<file path="src/rtl/i2s_pkg.sv">
// Shared I2S definitions: receiver FSM states and lrclk channel levels (also used by i2s_tx).
package i2s_pkg;

  typedef enum logic [1:0] {
    ALIGN = 2'd0,
    LEFT  = 2'd1,
    RIGHT = 2'd2
  } i2s_rx_state_t;

  localparam logic I2S_LEFT  = 1'b0;
  localparam logic I2S_RIGHT = 1'b1;

  // Width of a counter that must hold the values 0..slot_max inclusive.
  function automatic int cnt_w(input int slot_max);
    return $clog2(slot_max + 1);
  endfunction

endpackage

</file>
<file path="src/rtl/i2s_rx_deser.sv">
// One channel slot deserializer: MSB-first shift register with a saturating bit counter.
// Flags the shift that lands the final sample bit and whether the slot is still short of DW bits.
module i2s_rx_deser #(
  parameter int DW       = 24,
  parameter int SLOT_MAX = 32,
  parameter int CW       = 6
) (
  input  logic          clk,
  input  logic          rst,
  input  logic          shift,
  input  logic          clr,
  input  logic          sdi,
  output logic [DW-1:0] word_nxt,
  output logic          last,
  output logic          short_slot
);

  localparam logic [CW-1:0] CNT_DW   = CW'(DW);
  localparam logic [CW-1:0] CNT_LAST = CW'(DW - 1);
  localparam logic [CW-1:0] CNT_MAX  = CW'(SLOT_MAX);

  logic [DW-1:0] word;
  logic [CW-1:0] bit_cnt;

  // Word as it stands once the current bit has been shifted in.
  assign word_nxt   = {word[DW-2:0], sdi};
  assign last       = (bit_cnt == CNT_LAST);
  assign short_slot = (bit_cnt < CNT_DW);

  always_ff @(posedge clk) begin
    if (!rst) begin
      word    <= '0;
      bit_cnt <= '0;
    end else if (clr) begin
      bit_cnt <= '0;
    end else if (shift) begin
      if (bit_cnt < CNT_DW)  word    <= word_nxt;
      if (bit_cnt < CNT_MAX) bit_cnt <= bit_cnt + CW'(1);
    end
  end

endmodule

</file>
<file path="src/rtl/i2s_rx.sv">
// I2S receiver: oversamples sclk/lrclk/sdi in the clk domain and emits one stereo pair per frame
// on valid/ready. Define I2S_RX_SYNC_EN to put SYNC_STAGES-flop synchronizers on the serial inputs.
module i2s_rx
  import i2s_pkg::*;
#(
  parameter int DW          = 24,
  parameter int SLOT_MAX    = 32,
  parameter int SYNC_STAGES = 2
) (
  input  logic          clk,
  input  logic          rst,
  input  logic          sclk,
  input  logic          lrclk,
  input  logic          sdi,
  output logic [DW-1:0] l_sample,
  output logic [DW-1:0] r_sample,
  output logic          valid,
  input  logic          ready,
  output logic          overflow,
  output logic          frame_err
);

  localparam int CW = cnt_w(SLOT_MAX);

  logic sclk_s, lrclk_s, sdi_s;

`ifdef I2S_RX_SYNC_EN
  logic [SYNC_STAGES-1:0][2:0] sync_pipe;

  always_ff @(posedge clk) begin
    if (!rst) begin
      sync_pipe <= '0;
    end else begin
      sync_pipe[0] <= {sclk, lrclk, sdi};
      for (int i = 1; i < SYNC_STAGES; i++) sync_pipe[i] <= sync_pipe[i-1];
    end
  end

  assign {sclk_s, lrclk_s, sdi_s} = sync_pipe[SYNC_STAGES-1];
`else
  assign sclk_s  = sclk;
  assign lrclk_s = lrclk;
  assign sdi_s   = sdi;
`endif

  i2s_rx_state_t state;
  logic          sclk_q, lrclk_q;
  logic          rise, lr_edge, clr, commit;
  logic [DW-1:0] left_sh;
  logic          left_ok;

  logic [1:0]         shift, last, short_slot;
  logic [1:0][DW-1:0] word_nxt;

  assign rise    = sclk_s & ~sclk_q;
  assign lr_edge = lrclk_s != lrclk_q;
  // The bit sampled on an lrclk edge is the previous slot's LSB; it only restarts the counters.
  assign clr     = rise & lr_edge;

  // Channel 0 deserializes the left slot, channel 1 the right slot.
  for (genvar ch = 0; ch < 2; ch++) begin : g_ch
    localparam i2s_rx_state_t SLOT_ST = (ch == 0) ? LEFT : RIGHT;

    assign shift[ch] = rise & ~lr_edge & (state == SLOT_ST);

    i2s_rx_deser #(
      .DW       (DW),
      .SLOT_MAX (SLOT_MAX),
      .CW       (CW)
    ) u_deser (
      .clk        (clk),
      .rst        (rst),
      .shift      (shift[ch]),
      .clr        (clr),
      .sdi        (sdi_s),
      .word_nxt   (word_nxt[ch]),
      .last       (last[ch]),
      .short_slot (short_slot[ch])
    );
  end

  // A pair commits on the rise that lands the right LSB, provided this frame's left word was good.
  assign commit = shift[1] & last[1] & left_ok;

  always_ff @(posedge clk) begin
    if (!rst) begin
      state     <= ALIGN;
      sclk_q    <= 1'b0;
      lrclk_q   <= I2S_LEFT;
      left_sh   <= '0;
      left_ok   <= 1'b0;
      l_sample  <= '0;
      r_sample  <= '0;
      valid     <= 1'b0;
      overflow  <= 1'b0;
      frame_err <= 1'b0;
    end else begin
      sclk_q    <= sclk_s;
      overflow  <= 1'b0;
      frame_err <= 1'b0;

      if (commit) begin
        l_sample <= left_sh;
        r_sample <= word_nxt[1];
        valid    <= 1'b1;
        overflow <= valid & ~ready;
      end else if (valid && ready) begin
        valid <= 1'b0;
      end

      if (rise) begin
        lrclk_q <= lrclk_s;
        case (state)
          ALIGN: begin
            if (lr_edge && lrclk_s == I2S_LEFT) state <= LEFT;
          end
          LEFT: begin
            if (lr_edge) begin
              state     <= RIGHT;
              frame_err <= short_slot[0];
            end else if (last[0]) begin
              left_sh <= word_nxt[0];
              left_ok <= 1'b1;
            end
          end
          RIGHT: begin
            if (lr_edge) begin
              state     <= LEFT;
              left_ok   <= 1'b0;
              frame_err <= short_slot[1];
            end
          end
          default: state <= ALIGN;
        endcase
      end
    end
  end

endmodule
</file>
<file path="config.mk">
export PLATFORM = sky130hd
export DESIGN_NAME = i2s_rx
export DESIGN_NICKNAME = d
export VERILOG_FILES = /design/src/rtl/i2s_pkg.sv /design/src/rtl/i2s_rx_deser.sv /design/src/rtl/i2s_rx.sv
export SDC_FILE = /design/constraint.sdc
export NUM_CORES = 1
export LEC_CHECK = 0
export CAP_MARGIN = 20
export CORE_MARGIN = 4
export CORE_UTILIZATION = 50
export CTS_CLUSTER_SIZE = 40
export DETAILED_ROUTE_END_ITERATION = 16
export PLACE_DENSITY = 0.72
export SYNTH_ARGS = -nofsm -noshare
export SYNTH_HDL_FRONTEND = slang
export SYNTH_SLANG_ARGS = --single-unit
</file>
<file path="constraint.sdc">
create_clock -name clk -period 2.7 [get_ports clk]
set_clock_uncertainty 0.2 [all_clocks]
set_input_delay 0.405 -clock clk [delete_from_list [all_inputs] [get_ports clk]]
set_output_delay 0.405 -clock clk [all_outputs]
set_load 0.02 [all_outputs]
</file>
# Word level (Yosys, flattened, before mapping)
# Index checks and enable logic that the tools add are counted.
# totals
ff_bits	138
inputBits	6
out_inout_bits	51
elab_cells	72
# op_classes
addsub	2
n_lt_le_gt_ge	4
eq_ne	10
muxes	13
n_bitwise	14
n_reduce_logical	15
# ops
op	count
$add 6x1->6 const B	2
$eq 6x5->1 const B	2
$lt 6x5->1 const B	2
$lt 6x6->1 const B	2
$and 1x1->1	8
$ne 2x2->1 const B	4
$reduce_and 2->1	4
$reduce_and 4->1	2
$mux 1	7
$mux 2	3
$not 1->1	6
$pmux 2 s3	1
$reduce_and 3->1	2
$reduce_and 5->1	1
$pmux 1 s2	2
$reduce_bool 2->1	2
$eq 2x1->1 const B	1
$eq 2x2->1 const B	1
$logic_and 1x1->1	2
$logic_not 2->1	1
$ne 2x1->1 const B	1
$reduce_or 2->1	1
$ne 1x1->1	1

# Depth between registers and ports, before layout
# depth
depth_word	7
mapped_depth	7
mapped_depth_nobuf	5

# Cells and area by module
# A second synthesis with hierarchy kept.
# hier_totals
cells_unflattened	555
area_unflattened_um2	5427.7
# by_module_without_submodules
mod	instances	cells_each	area_each_um2	seq_area_each_um2
i2s_rx	1	335	3175.5	1601.5
i2s_rx_deser	2	110	1126.1	580.6

# Worst setup path after synthesis
# OpenSTA, ideal clock, no wires.
# synth_timing
path_type	input -> register
from	input port lrclk
to	register left_sh[10]
t_arrival_ns	1.708
required_time_ns	2.428
setup_slack_ns	0.720
stages	6
path_cell_list	inv_1 -> ha_1 -> nand4b_1 -> nor3_4 -> buf_6 -> mux2i_1
# synth_between
elab_chain_cells	3
# synth_lines
element	line_no	source
start, declared	i2s_rx.sv:13	input logic lrclk,
$ne 1x1->1	i2s_rx.sv:56	assign lr_edge = lrclk_s != lrclk_q;
$not 1->1 (no line)	--	
$reduce_and 4->1 (no line)	--	
end signal, assigned	i2s_rx.sv:122	left_sh <= word_nxt[0];
end, declared	i2s_rx.sv:49	logic [DW-1:0] left_sh;
# No other way between the ends.
# A chain may end at the register's enable or synchronous reset.

# Worst setup path in the final report
# layout_timing
from	input port lrclk
to	register left_sh[16]
# Same word-level chain as after synthesis.

==> flow_metrics.env <==
export IMPL_grt_use_total_pct=17.9
export IMPL_ys_ff_latch=138
export IMPL_cts_tree="yes"
export IMPL_root_buffer="clkbuf_8"
export IMPL_clock_latency_ns=0.52
export IMPL_synthFlopType="dfxtp_1"
export IMPL_cts_setup_buffers=0
export IMPL_r2r_end="r_sample[14]$_SDFFE_PN0P_"
export IMPL_synth_edff_count=0
export IMPL_numCtsBuffers=17
export IMPL_portBuffers=56
export IMPL_netlist_area_sq_mm=0.00521
export IMPL_swShare_pct=23.3
export IMPL_netlist_cell_type_count=39
export IMPL_wl_per_cell_um=14.4
export IMPL_dieArea_sq_mm=0.0121
export IMPL_hp_class="in2reg"
export IMPL_min_delay_start="rst"
export IMPL_hold_depth=3
export IMPL_num_vias=3641
export IMPL_wl_met1_um=4660
export IMPL_fmax_mhz=463
export IMPL_drtIter0Drc=229
export IMPL_start_kind="primary input"
export IMPL_postSynthAreaPerCell_sq_um=10.4
export IMPL_vdd_drop_max_mv=0.451
export IMPL_n_antenna_cell=0
export IMPL_p_switching_w=0.000988
export IMPL_r2r_start="state[0]$_SDFFE_PN0P_"
export IMPL_arrival_ns=2.40
export IMPL_leakagePower_nw=2.55
export IMPL_clockBufferDepth=2
export IMPL_ys_warn_count=0
export IMPL_tns_ns=0
export IMPL_period_share_pct=80.1
export IMPL_layout_common_cells="138 x dfxtp_1, 124 x nand2_1, 121 x mux2i_1"
export IMPL_antenna_found_initial=0
export IMPL_rows=36
export IMPL_placed_cell_area_sq_mm=0.00595
export IMPL_via_per_inst=5.17
export IMPL_ant_nets=0
export IMPL_netlist_instances=501
export IMPL_layout_commonest_cell="dfxtp_1"
export IMPL_grt_pass1_wl_um=17100
export IMPL_period_minus_slack_ns=2.16
export IMPL_start_util_pct=52.3
export IMPL_rsz0062_at_grt="false"
export IMPL_cts_hold_buf=0
export IMPL_cts_repair_resize_count=0
export IMPL_path_max_fanout=24
export IMPL_synth_nets=514
export IMPL_placed_cells=672
export IMPL_top_layer="met4"
export IMPL_chipHeight_um=110
export IMPL_clk_pin_slew_worst_paths_ns=0.07
export IMPL_hpwlAfterDp_um=6600
export IMPL_async_flop_share_pct=0
export IMPL_ios=57
export IMPL_critPathKind="in2reg"
export IMPL_reg2reg_setup_slack_ns=0.60
export IMPL_fin_cells=704
export IMPL_cts_num_sinks=138
export IMPL_nNetsFinal=571
export IMPL_grt_max_degree=50
export IMPL_seq_area_frac_synth_pct=53.0
export IMPL_status="completed"
export IMPL_finalHoldViolCount=0
export IMPL_maxSlewViolCount=0
export IMPL_cts_max_level=4
export IMPL_grt_overflow_total=0
export IMPL_drive_gt1_share_pct=9.11
export IMPL_core_area_sq_mm=0.00995
export IMPL_maxSlewHeadroom_pct=71.7
export IMPL_postLayoutCellArea_sq_mm=0.00650
export IMPL_drt_wl_total_um=10100
export IMPL_startpoint="lrclk"
export IMPL_p_seq_share_pct=48.1
export IMPL_power_w=0.00424
export IMPL_power_density_mw_per_mm2=652
export IMPL_required_ns=2.94
export IMPL_pwr_share_clk_pct=49.8
export IMPL_crit_path_end_kind="flop"
export IMPL_tightest_slew_ns=0.425
export IMPL_die_width_um=110
export IMPL_areaGrowthSynthToFinish_pct=24.9
export IMPL_min_to="l_sample[22]$_SDFFE_PN0P_"
export IMPL_internal_power_w=0.00325
export IMPL_place_congestion=0.826
export IMPL_wl_met3_um=384
export IMPL_route_detailed_drc=0
export IMPL_max_cap_viol_count=0
export IMPL_drtPass1Iterations=4
export IMPL_grt_pass1_vias=3649
export IMPL_r2r_worst_path_cells=6
export IMPL_fillers=796
export IMPL_comb_power_share_pct=2.1
export IMPL_wl_met2_um=4980
export IMPL_final_setup_viol_count=0
## power by group through the flow
stage	sequential [W]	combinational (W)	clock, W
after floorplan	0.00209	0.0000604	0
after global placement	0.00209	0.0000843	0
after detailed placement	0.00209	0.0000861	0
after CTS	0.00204	0.0000870	0.00216
after global routing	0.00204	0.0000958	0.00225
final	0.00204	0.0000872	0.00211
## Yosys cell counts (3+ instances only)
master    count  area [sq um]
dfxtp_1     138          2760
nand2_1     124           465
mux2i_1     121          1210
a21oi_1      11          55.1
nand3_1      10          50.1
buf_2         9          45.0
inv_1         9          33.8
o31ai_1       9          67.6
buf_1         8          30.0
clkbuf_1      8          30.0
ha_1          7          87.6
or4_1         6          45.0
nand3b_1      4          30.0
buf_6         3          33.8
nand2b_1      3          18.8
nor2b_1       3          18.8
## worst max path at each step
stage	endpoint	slack, ns	depth (start not counted)
after global placement	r_sample[23]$_SDFFE_PN0P_	0.14	7
after floorplan	left_sh[10]$_SDFFE_PN0P_	0.72	6
final	left_sh[16]$_SDFFE_PN0P_	0.54	7
after global routing	left_sh[5]$_SDFFE_PN0P_	0.44	7
after detailed placement	left_sh[5]$_SDFFE_PN0P_	0.06	7
after CTS	left_sh[16]$_SDFFE_PN0P_	0.57	7
## kinds of logic after synthesis
kind of cell | share of synthesized area (%)
adder cells (fa/ha/maj) | 1.68
buffers and inverters | 3.60
multiplexers | 23.3
AND/OR/NAND/NOR | 14.9
flip-flops | 53.0
AO/OA/AOI/OAI | 3.51
## per-stage QoR
| step | hold slack [ns] | util (%) | setup WS (ns) |
|---|---|---|---|
| floorplan | 0.243 | - | 0.720 |
| global placement | 0.243 | 59.8 | 0.137 |
| detailed placement | 0.249 | 59.8 | 0.0593 |
| CTS | 0.130 | 65.3 | 0.572 |
| global route | 0.160 | 65.3 | 0.444 |
| finish | 0.144 | 65.3 | 0.539 |
## routing by layer
metal / global-route usage (%) / vias to the layer above
li1: - / 1828
met1: 22.2 / 1738
met2: 29.9 / 65
met3: 4.89 / 10
met4: 6.23 / 0
met5: 0 / -
## critical path: stages
cell             delay, ns
clkdlybuf4s50_1       0.48
inv_1                 0.05
ha_1                  0.40
nand4b_1              0.29
nor3_4                0.31
buf_12                0.24
mux2i_1               0.22
## cell type report
cell class / instances / area, sq um / area share, %
clock buffers: 18 / 428 / 6.58
clock inverters: 14 / 126 / 1.94
inverters: 9 / 33.8 / 0.519
multi-input cells: 324 / 2260 / 34.8
flip-flops and latches: 138 / 2760 / 42.5
well taps: 133 / 166 / 2.56
repair buffers: 68 / 723 / 11.1
## sequential cells by signal, summed over array words and instances, names as in the netlist
name                  cells
g_ch.u_deser.bit_cnt     12
lrclk_q                   1
g_ch.u_deser.word        46
frame_err                 1
r_sample                 24
state                     2
left_ok                   1
sclk_q                    1
overflow                  1
valid                     1
left_sh                  24
l_sample                 24
Note: power is estimated with default switching activity, not from simulation.
